File: src/rtl/fifo_reader_pkg.sv
// -----------------------------------------------------------------------------
// fifo_reader_pkg
// Shared definitions for the FIFO read-side controller:
//   - state_t       : controller FSM states
//   - DEF_DW        : default data width (matches FIFO din/dout)
//   - DEF_BUF_DEPTH : default output buffer depth (power of 2, >= 2)
//   - DEF_LEN_W     : default burst length / remaining counter width
// -----------------------------------------------------------------------------
package fifo_reader_pkg;

    localparam int DEF_DW        = 8;
    localparam int DEF_BUF_DEPTH = 2;
    localparam int DEF_LEN_W     = 8;

    typedef enum logic [1:0] {
        IDLE  = 2'd0,
        READ  = 2'd1,
        FLUSH = 2'd2,
        DONE  = 2'd3
    } state_t;

endpackage

File: src/rtl/fifo_reader_buf.sv
// -----------------------------------------------------------------------------
// fifo_reader_buf
// DEPTH-entry circular buffer that absorbs the FIFO's registered read latency.
// Pointers wrap modulo DEPTH (DEPTH must be a power of 2).
// Ports:
//   clk, rst    : clock, synchronous active-high reset
//   push        : write push_data at the tail (caller guarantees not full)
//   push_data   : data to write
//   pop         : drop the head entry (caller guarantees not empty)
//   head_data   : current head entry (meaningful only when count != 0)
//   count       : number of occupied entries, 0..DEPTH
// -----------------------------------------------------------------------------
module fifo_reader_buf #(
    parameter int DW    = 8,
    parameter int DEPTH = 2
) (
    input  logic                     clk,
    input  logic                     rst,
    input  logic                     push,
    input  logic [DW-1:0]            push_data,
    input  logic                     pop,
    output logic [DW-1:0]            head_data,
    output logic [$clog2(DEPTH):0]   count
);

    localparam int PW = $clog2(DEPTH);
    localparam int CW = PW + 1;

    logic [DW-1:0] mem [DEPTH];
    logic [PW-1:0] wr_ptr;
    logic [PW-1:0] rd_ptr;

    // NOTE: sequential state is updated with non-blocking assignments so every
    // register samples the pre-edge values of its neighbours.
    always_ff @(posedge clk) begin
        if (rst) begin
            wr_ptr <= '0;
            rd_ptr <= '0;
            count  <= '0;
        end else begin
            if (push) wr_ptr <= wr_ptr + PW'(1);
            if (pop)  rd_ptr <= rd_ptr + PW'(1);
            case ({push, pop})
                2'b10:   count <= count + CW'(1);
                2'b01:   count <= count - CW'(1);
                default: count <= count;
            endcase
        end
    end

    // NOTE: the storage array is deliberately not reset; stale contents are
    // unreachable because count gates every read of the head.
    always_ff @(posedge clk) begin
        if (push) mem[wr_ptr] <= push_data;
    end

    assign head_data = mem[rd_ptr];

endmodule

File: src/rtl/fifo_reader.sv
// -----------------------------------------------------------------------------
// fifo_reader
// Read-side controller for a synchronous FIFO with one cycle of registered read
// latency. On start it drains len words and forwards them on a valid/ready
// stream, pulsing done once the last word has been accepted downstream.
// Optional assertions are compiled in when FIFO_READER_SVA_EN is defined.
// Ports:
//   clk, rst    : clock, synchronous active-high reset
//   start, len  : one-cycle burst request and word count (sampled in IDLE)
//   busy        : burst in progress (any state other than IDLE)
//   done        : one-cycle pulse when the burst is fully delivered
//   fifo_empty  : FIFO empty flag
//   fifo_rd     : FIFO read strobe
//   fifo_dout   : FIFO read data, valid one cycle after a read
//   m_valid, m_ready, m_data : downstream stream
// -----------------------------------------------------------------------------
module fifo_reader
    import fifo_reader_pkg::*;
#(
    parameter int DW        = DEF_DW,
    parameter int BUF_DEPTH = DEF_BUF_DEPTH,
    parameter int LEN_W     = DEF_LEN_W
) (
    input  logic             clk,
    input  logic             rst,
    input  logic             start,
    input  logic [LEN_W-1:0] len,
    output logic             busy,
    output logic             done,
    input  logic             fifo_empty,
    output logic             fifo_rd,
    input  logic [DW-1:0]    fifo_dout,
    output logic             m_valid,
    input  logic             m_ready,
    output logic [DW-1:0]    m_data
);

    localparam int CW = $clog2(BUF_DEPTH) + 1;
    localparam int FW = CW + 1;
    localparam logic [FW-1:0] DEPTH_F = FW'(BUF_DEPTH);

    state_t            state_q, state_d;
    logic [LEN_W-1:0]  remaining_q;
    logic              inflight_q;
    logic [CW-1:0]     occupancy;
    logic [DW-1:0]     head_data;
    logic [FW-1:0]     fill;
    logic              pop;

    // Entries committed to the buffer: stored words plus the one still in the
    // FIFO's output register. Reads are only issued when this has headroom.
    assign fill = {1'b0, occupancy} + {{CW{1'b0}}, inflight_q};

    always_ff @(posedge clk) begin
        if (rst) begin
            state_q     <= IDLE;
            remaining_q <= '0;
            inflight_q  <= 1'b0;
        end else begin
            state_q    <= state_d;
            inflight_q <= fifo_rd;
            if (state_q == IDLE && start && len != '0)
                remaining_q <= len;
            else if (fifo_rd)
                remaining_q <= remaining_q - LEN_W'(1);
        end
    end

    // NOTE: every output of this block is given a default first so no path
    // leaves a variable unassigned, which would infer a latch.
    always_comb begin
        state_d = state_q;
        fifo_rd = 1'b0;
        done    = 1'b0;
        case (state_q)
            IDLE: begin
                if (start) state_d = (len != '0) ? READ : DONE;
            end
            READ: begin
                fifo_rd = !fifo_empty && (remaining_q != '0) && (fill < DEPTH_F);
                if (remaining_q == '0 || (fifo_rd && remaining_q == LEN_W'(1)))
                    state_d = FLUSH;
            end
            FLUSH: begin
                if (!inflight_q && occupancy == '0) state_d = DONE;
            end
            DONE: begin
                done    = 1'b1;
                state_d = IDLE;
            end
            default: state_d = IDLE;
        endcase
    end

    assign busy    = (state_q != IDLE);
    assign m_valid = (occupancy != '0);
    // Forcing zero when empty keeps m_data clean out of reset without having
    // to clear the buffer storage.
    assign m_data  = m_valid ? head_data : '0;
    assign pop     = m_valid && m_ready;

    // Data read in cycle N is on fifo_dout in cycle N+1, exactly when the
    // in-flight flag is set, so the flag doubles as the push strobe. Reset
    // clears the flag, which discards any word still in the FIFO's register.
    fifo_reader_buf #(
        .DW    (DW),
        .DEPTH (BUF_DEPTH)
    ) u_buf (
        .clk       (clk),
        .rst       (rst),
        .push      (inflight_q),
        .push_data (fifo_dout),
        .pop       (pop),
        .head_data (head_data),
        .count     (occupancy)
    );

`ifdef FIFO_READER_SVA_EN
    logic [LEN_W-1:0] sva_len_q;
    logic [LEN_W-1:0] sva_words_q;

    always_ff @(posedge clk) begin
        if (rst) begin
            sva_len_q   <= '0;
            sva_words_q <= '0;
        end else if (state_q == IDLE && start) begin
            sva_len_q   <= len;
            sva_words_q <= '0;
        end else if (pop) begin
            sva_words_q <= sva_words_q + LEN_W'(1);
        end
    end

    a_no_underflow: assert property (@(posedge clk) disable iff (rst)
        fifo_rd |-> !fifo_empty);
    a_stream_hold: assert property (@(posedge clk) disable iff (rst)
        (m_valid && !m_ready) |=> (m_valid && $stable(m_data)));
    a_done_pulse: assert property (@(posedge clk) disable iff (rst)
        done |=> !done);
    a_occupancy: assert property (@(posedge clk) disable iff (rst)
        occupancy <= CW'(BUF_DEPTH));
    a_word_count: assert property (@(posedge clk) disable iff (rst)
        done |-> (sva_words_q == sva_len_q));
`endif

endmodule
File: config.mk
export PLATFORM = sky130hd
export DESIGN_NAME = fifo_reader
export DESIGN_NICKNAME = d
export VERILOG_FILES = /design/src/rtl/fifo_reader_pkg.sv /design/src/rtl/fifo_reader_buf.sv /design/src/rtl/fifo_reader.sv
export SDC_FILE = /design/constraint.sdc
export NUM_CORES = 1
export LEC_CHECK = 0
export CAP_MARGIN = 20
export CORE_UTILIZATION = 35
export DETAILED_ROUTE_END_ITERATION = 12
export PLACE_DENSITY_LB_ADDON = 0.05
export SYNTH_ARGS = -nofsm -noshare
export SYNTH_HDL_FRONTEND = slang
export SYNTH_SLANG_ARGS = --single-unit
File: constraint.sdc
create_clock -name clk -period 2.29 [get_ports clk]
set_clock_uncertainty 0.1 [all_clocks]
set_input_delay 0.229 -clock clk [delete_from_list [all_inputs] [get_ports clk]]
set_output_delay 0.229 -clock clk [all_outputs]
set_load 0.01 [all_outputs]
== Word level (Yosys, flattened, before mapping) ==
Memories as Yosys holds them, arrays and structs flattened. A register that Yosys moved wholly into a read port is not among the register bits.
Index checks and enable logic that the tools add are counted.

* Register bits after elaboration: 15
* Bits in latches: 0
* Bits in writable memories: 16
* Memory bits (read-only): 0
* Input port bits: 21
* Output and inout bits: 12
* Word-level logic and storage cells: 58
* Memories: 1

{| class="wikitable"
|+ Memory list
! memory !! depth !! width !! read ports !! clocked after Yosys merged registers in !! wr ports !! RTL line !! source
|-
| u_buf.mem || 2 || 8 || 1 || 1 || 1 || fifo_reader_buf.sv:29 || <nowiki>logic [DW-1:0] mem [DEPTH];</nowiki>
|}

* $add $sub $neg: 6
* Multipliers: 0
* Div/mod/pow operators: 0
* Magnitude comparators: 1
* Equal/unequal tests: 9
* Shift operators: 0
* Mux-type cells: 15
* Bitwise operators: 0
* Reduce and logical (&&, ||, !) cells: 20

{| class="wikitable"
|+ Operators with widths
! kind !! count
|-
| 2-to-1 mux 8 bit || 3
|-
| nonzero test 8 bit || 2
|-
| equality test 8 x 1 -> 1 bit (second input constant) || 1
|-
| zero test 8 bit || 1
|-
| 2-to-1 mux 2 bit || 4
|-
| one-hot mux 2 bit (4 select lines) || 1
|-
| nonzero test 2 bit || 4
|-
| subtractor 8 x 1 -> 8 bit (second input constant) || 1
|-
| logical AND 1 bit || 7
|-
| equality test 2 bit (second input constant) || 3
|-
| 2-to-1 mux 1 bit || 6
|-
| inequality test 2 bit (second input constant) || 3
|-
| equality test 2 x 1 -> 1 bit (second input constant) || 2
|-
| zero test 2 bit || 2
|-
| one-hot mux 2 bit (2 select lines) || 1
|-
| adder 2 x 1 -> 3 bit || 1
|-
| < comparator 3 x 2 -> 1 bit (second input constant) || 1
|-
| AND reduction 3 bit || 1
|-
| adder 1 bit (second input constant) || 2
|-
| adder 2 x 1 -> 2 bit (second input constant) || 1
|-
| zero test 1 bit || 2
|-
| subtractor 2 x 1 -> 2 bit (second input constant) || 1
|-
| logical OR 1 bit || 1
|}

== Longest topological paths before layout ==
Gate-level depths: netlist of run 1.

* Depth after elaboration: 7
* Gate-level depth with buffers: 7
* Gate-level depth less buffers: 7

== Modules after synthesis ==
A second synthesis of run 1 with hierarchy kept.

* Cells, all modules: 143
* Area, all modules: 1595.3 sq um

{| class="wikitable"
|+ By module, submodules not included
! module !! instances !! cells each !! area an instance (sq um)
|-
| fifo_reader || 1 || 98 || 827.0
|-
| fifo_reader_buf || 1 || 45 || 768.2
|}

== Worst setup path before layout of run 1 ==
OpenSTA, ideal clock, no wires.

* Path kind: reg-to-reg
* Start: register remaining_q[0]
* End: register remaining_q[6]
* Data arrival time: 1.832 ns
* Setup slack: 0.239 ns
* Cell stages (with the launch flop): 7
* Clock period less this slack: 2.051 ns
* Path through: dfxtp_1 inv_1 ha_1 or3b_1 or4_4 o31a_1 o221a_1

* Word-level cells in the longest chain between the ends: 5

{| class="wikitable"
|+ RTL lines
! item !! RTL line !! source
|-
| from (decl) || fifo_reader.sv:43 || <nowiki>logic [LEN_W-1:0] remaining_q;</nowiki>
|-
| from (signal assigned) || fifo_reader.sv:63 || <nowiki>remaining_q <= len;</nowiki>
|-
| from (signal assigned) || fifo_reader.sv:65 || <nowiki>remaining_q <= remaining_q - LEN_W'(1);</nowiki>
|-
| branches (longest 5 deep; another with subtractor 8 x 1 -> 8 bit) || - ||
|}

Several ways; the timed one is not identified. The select of a mux whose other input is x is not followed.
A chain may end at the register's enable or synchronous reset.

== Worst setup path in the final report of run 1 ==
* Start: register remaining_q[0]
* End: output fifo_rd

* Word-level cells in the longest chain between the ends: 4

{| class="wikitable"
|+ RTL lines
! item !! RTL line !! source
|-
| nonzero test 8 bit || fifo_reader.sv:80 || <nowiki>fifo_rd = !fifo_empty && (remaining_q != '0) && (fill < DEPTH_F);</nowiki>
|-
| logical AND 1 bit (2 in a row) || fifo_reader.sv:80 ||
|-
| 2-to-1 mux 1 bit || fifo_reader.sv:75 || <nowiki>case (state_q)</nowiki>
|-
| to (decl) || fifo_reader.sv:31 || <nowiki>output logic fifo_rd,</nowiki>
|}

Every way passes these cells.

==> flow_summary.json, run 1 <==
{
  "grt-ovfl-total": 0,
  "cts_max_path_buffers": 2,
  "num_antenna_cells": 0,
  "finalPower_mw": 2.11,
  "min_period_ps": 2220,
  "drt.antenna.violating_nets": 0,
  "first_global_vias": 1165,
  "critical_path.endpoint_type": "primary output",
  "yosys_register_bits": 32,
  "cell_internal_pwr_mw": 1.41,
  "synth_seq_area_share_pct": 51.1,
  "post_synth_edffs": 16,
  "async_flop_share_pct": 0,
  "fillerInstances": 391,
  "area_growth_syn_to_layout_pct": 32.6,
  "numPortBuffers": 32,
  "max-vdd-ir-drop_uv": 496,
  "clockRootBuffer": "sky130_fd_sc_hd__clkbuf_8",
  "r2r-end": "remaining_q[6]$_SDFFE_PP0P_",
  "wl_per_cell_um": 14.4,
  "cts_sinks": 32,
  "postSynth.topFlopCell": "sky130_fd_sc_hd__edfxtp_1",
  "post_synth_inst_count": 143,
  "number_of_buffers_added_by_the_clock_tree_synthesis_step": 5,
  "power.switching_mw": 0.704,
  "sw_frac_of_total_pct": 33.3,
  "final_area_um2": 2080,
  "timing.critical_path.to": "fifo_rd",
  "dpl_worst_slack_ps": 19.8,
  "fin_crit_sh_pct": 97.1,
  "clk_pin_slew_ps": 60,
  "place_hpwl_um": 2540,
  "type_of_the_most_critical_hold_path": "reg -> reg",
  "max_cap_violations": 0,
  "whs_ps": 424,
  "critical_path_arrival_ps": 1890,
  "post_synth_num_cell_types": 40,
  "final_critical_path_setup_slack_ps": 66.3,
  "critical-path-slowest-cell": "sky130_fd_sc_hd__or3b_4",
  "finalSetupViolCount": 0,
  "path_depth_of_the_worst_reg2reg_path": 6,
  "routed-via-count": 1227,
  "timing.max_slew.rel_slack_pct": 59.9,
  "pin_count": 33,
  "power.static_leakage_nw": 0.772,
  "place_congestion": 0.723,
  "power_density_of_the_placed_cells_nw_per_um2": 1020,
  "finalSetupTns_ps": 0,
  "drt_iter0_drc": 63,
  "fp.dieH_um": 68.9,
  "worst_path_largest_cell_delay_ps": 410,
  "cts_setup_buffers": 0,
  "synthesis.yosys.warnings": 0,
  "worst_setup_path_category": "reg -> out",
  "worst_path_maximum_fanout": 5,
  "initial_utilization_pct": 37.8,
  "pwr-share-seq_pct": 37.5,
  "timing.critical_path.cells": "inv_1 > ha_2 > or3b_4 > o211ai_2 > inv_2 > dlygate4sd2_1",
  "drv_slew": 0,
  "regToRegSetupSlack_ps": 110,
  "worstSetupStartpointType": "flip-flop",
  "detailed_place.area_um2": 1960,
  "worst-slew-pin-transition_ps": 596,
  "rr_startpoint": "remaining_q[0]$_SDFFE_PP0P_",
  "multi_input_comb_area_um2": 709,
  "cts_tree": "built",
  "netlist_area_um2": 1570,
  "synth_nets": 172,
  "nNetsFinal": 212,
  "die_area_um2": 4750,
  "drive_above_1_share_pct": 11.4,
  "die_w_um": 68.9,
  "sequential_cell_area_um2": 801,
  "grtUsageTotal_pct": 15.9,
  "rsz0062_at_grt": "false",
  "floorplan.rows": 23,
  "pin_count_of_the_biggest_net_entering_global_routing": 14,
  "power.share.combinational_pct": 37.5,
  "detail_route.first_pass.iterations": 4,
  "core_um2": 4140,
  "via_density_per_instance": 5.24,
  "clock_insertion_delay_worst_skew_ps": 280,
  "run_status": "complete, no violations",
  "timing.fmax_mhz": 450,
  "p_clk_share_pct": 25.0,
  "grt_pass1_wl_um": 5340,
  "hold_fails_final_rpt": 0,
  "initial_antenna_violation_count": 0,
  "critical_path.startpoint": "remaining_q[0]$_SDFFE_PP0P_",
  "worst_ep_required_time_ps": 1960,
  "post-route-drc-count": 0,
  "routed_wl_um": 3380,
  "synthesis.area_per_instance_um2": 11.0,
  "cts.htree.levels": 2
}
## worst min path at each step
stage                                startpoint                     endpoint  slack (ps)  depth (start not counted)
floorplan                                   rst  remaining_q[0]$_SDFFE_PP0P_         200                          1
CTS                                fifo_dout[3]    u_buf.mem[0][3]$_DFFE_PP_         420                          1
finish              remaining_q[0]$_SDFFE_PP0P_  remaining_q[0]$_SDFFE_PP0P_         420                          2
global placement      u_buf.rd_ptr$_SDFFE_PP0P_    u_buf.rd_ptr$_SDFFE_PP0P_         400                          2
detailed placement  remaining_q[0]$_SDFFE_PP0P_  remaining_q[0]$_SDFFE_PP0P_         410                          2
global route                       fifo_dout[3]    u_buf.mem[0][3]$_DFFE_PP_         430                          1
## power by group through the flow
stage          logic (mW)  registers (mW)  clock network, mW
2_1_floorplan       0.531           0.759                  0
6_report            0.793           0.793              0.528
3_5_place_dp        0.776           0.802                  0
5_1_grt             0.881           0.807              0.566
3_3_place_gp        0.760           0.796                  0
4_1_cts             0.796           0.791              0.537
## routing by layer
layer / GRT usage (%) / vias to the layer above / wire, µm
li1: - / 611 / -
met1: 17.5 / 575 / 1500
met2: 28.5 / 33 / 1650
met3: 3.45 / 8 / 151
met4: 7.65 / 0 / 70
met5: 0 / - / 0
## logic make-up (layout without fill, tap and decap cells)
kind of cell	count (synthesis)	in the layout	share of synthesized area, %
XOR/XNOR	5	5	2.79
AND/OR/NAND/NOR	42	42	13.8
AO/OA/AOI/OAI	31	31	15.4
flip-flops	32	32	51.1
multiplexers	10	10	6.38
buffers and inverters	15	56	4.15
adder cells (fa/ha/maj)	8	8	6.38
## registers in the layout, indices dropped and copies added (netlist names), named ones only
signal	cells
state_q	2
u_buf.wr_ptr	1
u_buf.rd_ptr	1
u_buf.count	2
remaining_q	8
inflight_q	1
u_buf.mem	16
## what timing repair did
action | 4_1_cts | 5_1_grt
endpoints found under the setup margin | 1 | 5
hold buffers | 0 | 0
gates resized for setup | 3 | 1
pin swaps | 0 | 0
## worst max-delay path, delay by kind of cell (launching register included)
family,cells,cell delay [ps]
flops,1,340
buf+inv,3,450
simple gates,1,410
compound gates,1,190
fa+ha+maj,1,230
## final cells by class
class / instances / share of cell area [%]
inverter: 11 / 1.99
clock inverter: 2 / 1.69
clock buffer: 6 / 3.49
multi-input combinational: 96 / 34.1
tap: 50 / 3.01
timing repair buffer: 37 / 17.2
sequential: 32 / 38.5
## synth_stat cells, drive strengths merged (3+ instances only)
cell type / number / area, µm²
nor2: 24 / 90.1
dfxtp: 16 / 320
edfxtp: 16 / 480
inv: 11 / 41.3
mux2i: 10 / 100
ha: 8 / 100
o21ai: 6 / 30.0
or4: 6 / 48.8
a211oi: 5 / 42.5
a311oi: 3 / 26.3
xnor2: 3 / 26.3
## per-stage QoR
stage	instances	util [%]
finish	234	50.2
global route	234	50.2
CTS	234	50.1
detailed placement	226	47.4
global placement	226	47.4
floorplan	143	-
## cell usage in the layout (no fill, tap or decap), drive strengths merged, types with 3 or more instances in the layout
master	count
edfxtp	16
clkbuf	6
a311oi	3
buf	5
inv	11
nor2	24
o21ai	6
dfxtp	16
a211oi	5
mux2i	10
ha	8
or4	6
xnor2	3
clkdlybuf4s50	31
Power figures use the tool's default switching activity.
==> run 2, diff against run 1 <==
--- a/config.mk
+++ b/config.mk
@@ -7,6 +7,7 @@
 export LEC_CHECK = 0
 export CAP_MARGIN = 20
 export CORE_UTILIZATION = 35
+export CTS_CLUSTER_SIZE = 40
 export DETAILED_ROUTE_END_ITERATION = 12
 export PLACE_DENSITY_LB_ADDON = 0.05
 export SYNTH_ARGS = -nofsm -noshare
==> results of run 2 <==
The final DEF is identical to that of run 1; final timing and power are the same.
